$ cat config.mk
export PLATFORM = sky130hd
export DESIGN_NAME = if_id_queue
export DESIGN_NICKNAME = d
export VERILOG_FILES = /design/src/rtl/if_id_queue.sv
export SDC_FILE = /design/constraint.sdc
export NUM_CORES = 1
export LEC_CHECK = 0
export CAP_MARGIN = 10
export CORE_MARGIN = 2
export CORE_UTILIZATION = 30
export CTS_BUF_LIST = sky130_fd_sc_hd__clkbuf_2 sky130_fd_sc_hd__clkbuf_4 sky130_fd_sc_hd__clkbuf_8
export DETAILED_ROUTE_END_ITERATION = 6
export GPL_ROUTABILITY_DRIVEN = 1
export PLACE_DENSITY = 0.53
export SETUP_SLACK_MARGIN = 0.05
export SLEW_MARGIN = 20
export SYNTH_ARGS = -nofsm -noshare
export SYNTH_HDL_FRONTEND = slang
export SYNTH_SLANG_ARGS = --single-unit
$ cat constraint.sdc
create_clock -name clk -period 2.2 [get_ports clk]
set_input_delay 0.44 -clock clk [delete_from_list [all_inputs] [get_ports clk]]
set_output_delay 0.44 -clock clk [all_outputs]
set_load 0.005 [all_outputs]
$ cat src/rtl/if_id_queue.sv
// Fetch-to-decode instruction queue: DEPTH-entry circular buffer with show-ahead head,
// full back-pressure and a redirect flush that discards every buffered beat.
module if_id_queue #(
  parameter int unsigned               PC_SIZE    = 32,
  parameter int unsigned               INSTR_SIZE = 32,
  parameter int unsigned               DEPTH      = 2,
  parameter logic [INSTR_SIZE-1:0]     NOP_INSTR  = INSTR_SIZE'(32'h0000_0013)
) (
  input  logic                          clk,
  input  logic                          rst_n,
  input  logic                          if_valid,
  input  logic [PC_SIZE-1:0]            if_pc,
  input  logic [INSTR_SIZE-1:0]         if_instr,
  input  logic                          if_take,
  output logic                          if_ready,
  input  logic                          flush,
  output logic                          id_valid,
  output logic [PC_SIZE-1:0]            id_pc,
  output logic [INSTR_SIZE-1:0]         id_instr,
  output logic                          id_take,
  input  logic                          id_ready,
  output logic [$clog2(DEPTH):0]        count
);

  localparam int unsigned PTR_W = $clog2(DEPTH);
  localparam int unsigned CNT_W = PTR_W + 1;

  logic [PC_SIZE-1:0]    pc_mem    [DEPTH];
  logic [INSTR_SIZE-1:0] instr_mem [DEPTH];
  logic                  take_mem  [DEPTH];

  logic [PTR_W-1:0] wr_ptr;
  logic [PTR_W-1:0] rd_ptr;
  logic [CNT_W-1:0] cnt;

  logic push;
  logic pop;

  // Handshake qualifiers; a redirect masks both directions.
  always_comb begin
    if_ready = (cnt != CNT_W'(DEPTH));
    id_valid = (cnt != CNT_W'(0));
    push     = if_valid & if_ready & ~flush;
    pop      = id_valid & id_ready & ~flush;
  end

  // Show-ahead head; invalid head presents a NOP with no prediction.
  always_comb begin
    id_pc    = pc_mem[rd_ptr];
    id_instr = id_valid ? instr_mem[rd_ptr] : NOP_INSTR;
    id_take  = id_valid & take_mem[rd_ptr];
    count    = cnt;
  end

  always_ff @(posedge clk or negedge rst_n) begin
    if (!rst_n) begin
      wr_ptr <= '0;
      rd_ptr <= '0;
      cnt    <= '0;
    end else if (flush) begin
      wr_ptr <= '0;
      rd_ptr <= '0;
      cnt    <= '0;
    end else begin
      if (push) wr_ptr <= wr_ptr + PTR_W'(1);
      if (pop)  rd_ptr <= rd_ptr + PTR_W'(1);
      cnt <= cnt + CNT_W'(push) - CNT_W'(pop);
    end
  end

  // Payload storage, reset to a NOP image so the idle head is well defined.
  always_ff @(posedge clk or negedge rst_n) begin
    if (!rst_n) begin
      for (int i = 0; i < int'(DEPTH); i++) begin
        pc_mem[i]    <= '0;
        instr_mem[i] <= NOP_INSTR;
        take_mem[i]  <= 1'b0;
      end
    end else if (push) begin
      pc_mem[wr_ptr]    <= if_pc;
      instr_mem[wr_ptr] <= if_instr;
      take_mem[wr_ptr]  <= if_take;
    end
  end

endmodule

==> parameters.txt <==
Parameter                              Value

Worst setup path
  R2R setup slack    ~0.16 ns
  Worst setup EP type    output port
  Depth of the worst register-to-register path    9
  Top fanout value on the critical path    6
  Type of element launching the critical path    flop
  Critical Setup Path Class    flop to output port
  R2R Path Start    count[0]
  Capture point of the worst reg-to-reg path    count[1]
  Critical Path RT    roughly 1.8 ns
  Worst Path Arrival    roughly 1.8 ns

Synthesis
  Synth Warn #    0
  Total of flip-flops plus latches after synthesis    134
  Synth unique cells    25
  Net count of the mapped netlist    approximately 480
  Most area-hungry cell type in the Yosys netlist    sky130_fd_sc_hd__dfrtp_1
  Share of the synthesized area in the top cell type    49.6%
  Main area contributors after synthesis    sky130_fd_sc_hd__dfrtp_1 50%, sky130_fd_sc_hd__mux2_4 23%, sky130_fd_sc_hd__mux2_2 11%
  Synthesized netlist cell count    409
  Post-synthesis sequential area ratio    a little over half
  Area of the mapped netlist    ~6500 um2
  Mean Syn Cell Area    approximately 16 um2

Hold path
  Worst hold path class    input port to async pin

Layout
  Finished layout cell area    approximately 8900 um2
  Commonest non-fill, non-tap cell in the layout    sky130_fd_sc_hd__dfrtp_1
  Commonest non-fill, non-tap cells in the layout    125 x sky130_fd_sc_hd__dfrtp_1, 107 x sky130_fd_sc_hd__mux2_4, 71 x sky130_fd_sc_hd__clkdlybuf4s50_1
  Signed area change from the synthesized netlist to the final layout    37.9%
  Total number of nets in the final design    about 660
  Ant diodes    0
  Fraction of layout instances using a drive strength above 1    53.7%
  Post-route non-filler standard cell count    873

Placement
  Place WS    -0.238 ns
  Gpl congestion    0.700
  HPWL after DPL    approximately 10 mm
  Placed cell count    821
  Buffers added on ports    138
  Total placed instance area    8260 um2

STA
  Worst hold slack    roughly 0.5 ns
  Count of pins over their slew limit    0
  Transition time at the pin with the least slew margin    between 0.4 and 0.5 ns
  Final setup skew    0.00993 ns
  Max-slew headroom at the worst pin    ~70%
  Final setup slack of the worst path    roughly 0.013 ns
  Achievable clock frequency    around 460 MHz
  Setup-violating endpoint count in the final report    0
  Number of endpoints with negative hold slack in the final report    0
  Unrepaired setup endpoints after global routing    true
  Min Tclk post-route    roughly 2.2 ns
  Post-route fraction of the period consumed by the critical path    99.4%

Drt
  Total routed wirelength    between 15 and 20 mm
  Number of DRC markers after the initial detailed-route iteration    94
  Via count normalized by instance count    roughly 4.5
  Count of antenna-violating nets left after detailed routing    0
  Final routed DRC violation total    0
  Avg WL per Cell    about 18 um
  Count of vias placed by the detailed router    around 4k
  Total iterations of the first detailed-routing run    4

Floorplan
  Floorplan core area    21100 um2
  Initial core utilization    between 30% and 40%
  Num ports    139
  Die Outline Area    22700 um2
  Chip Width    about 150 um
  Die Y    151 um
  Floorplan row count    53

Clock tree
  H-tree Lvls    4
  Library cell used as clock root buffer    sky130_fd_sc_hd__clkbuf_8
  Clock tree from TritonCTS    built
  Clock input transition at the sequential cells of the worst setup and hold paths    ~0.070 ns
  CTS buffer count    17
  Sinks on the clock net    around 130
  Max Root-Sink Buffers    2
  Clock network latency to the later pin of the worst-skew pair    approximately 0.44 ns

Global routing
  GRT Residual Overflow    0
  Initial antenna violation count    0
  Wire length of the first global-routing pass    24.7 mm
  Via count of the first global-routing pass    roughly 4.5k
  GRT Total Usage    around 14%
  Pin count of the biggest net entering global routing    47

Pwr
  Power per standard cell area    about 1100 nW/um2
  Worst ir drop on vdd    between 0.4 and 0.5 mV
  Lkg Pwr    slightly above 4 nW

Status
  Result of the run    finished clean

Run
  Max-cap check violation count    0
worst max path at each step:
stage                      to  cells past startpoint  startpoint
floorplan            count[1]                      8    count[1]
global placement     count[1]                      9    if_valid
detailed placement   count[1]                      9    if_valid
CTS                 id_pc[15]                      5      rd_ptr
global route        id_pc[14]                      5      rd_ptr
finish              id_pc[15]                      5      rd_ptr
timing repair:
item | in CTS | in global routing
hold buffers | 1 | 0
buffers inserted | 15 | 1
resized for setup | 274 | 24
cloned | 5 | 0
endpoints found under the setup margin | 67 | 50
endpoints found under the hold margin | 44 | 0
pin swaps | 19 | 16
power breakdown:
part | total [W] | switching (W) | leakage [nW] | internal (W)
sequential | 0.00378 | 0.000461 | 1.58 | 0.00332
clock | 0.00272 | 0.00100 | 0.257 | 0.00172
combinational | 0.00323 | 0.00107 | 2.28 | 0.00216
critical path, cell delays in order, from the launching register on:
cell and delay [ns]:
sky130_fd_sc_hd__dfrtp_4 0.51, sky130_fd_sc_hd__buf_6 0.14, sky130_fd_sc_hd__buf_6 0.13, sky130_fd_sc_hd__buf_16 0.13
sky130_fd_sc_hd__mux2_2 0.28, sky130_fd_sc_hd__buf_6 0.12
kinds of logic after synthesis:
| group | Yosys count | share of synthesized area [%] |
|---|---|---|
| xor+xnor | 2 | 0.271 |
| flops | 134 | 52.0 |
| mux | 195 | 39.2 |
| buf+inv | 28 | 4.55 |
| compound gates | 3 | 0.232 |
| simple gates | 45 | 3.39 |
| fa+ha+maj | 2 | 0.387 |
metal layers:
| metal | GRT usage, % | wire length [um] | up-vias |
|---|---|---|---|
| li1 | - | - | 1785 |
| met1 | 18.0 | 6900 | 2038 |
| met2 | 24.1 | 7950 | 72 |
| met3 | 3.73 | 573 | 10 |
| met4 | 3.97 | 159 | 0 |
| met5 | 0 | 0 | - |
state kept, by name, indices dropped and copies added (netlist names):
signal     flops
take_mem       2
pc_mem        64
rd_ptr         1
wr_ptr         1
count          2
instr_mem     64
area by class of cell:
class	instances	area [um2]
Inverter	4	15.0
Sequential cell	134	3370
Multi-Input combinational cell	247	2860
Clock inverter	12	274
Fill cell	1974	12200
Clock buffer	19	249
Tap cell	275	344
Timing Repair Buffer	182	1800
per-stage QoR:
step	util, %	TNS [ns]	total power (W)
finish	42.3	0	0.00972
global route	42.3	-1.03	0.0103
CTS	42.1	-0.278	0.00976
detailed placement	39.2	-3.89	0.00701
global placement	39.2	-1.42	0.00692
floorplan	-	0	0.00559
synthesized netlist by cell type, drive strengths merged:
master and count:
and2 1, nor2 34, nor4 1, nand4b 1, o21ai 2, xor2 2, ha 2, mux2 162
dfrtp 128, nor2b 2, nor3 1, mux2i 33, or3 2, inv 4, nand2 3, dfstp 6
buf 19, a21oi 1, clkbuf 5
Power figures use the tool's default switching activity.
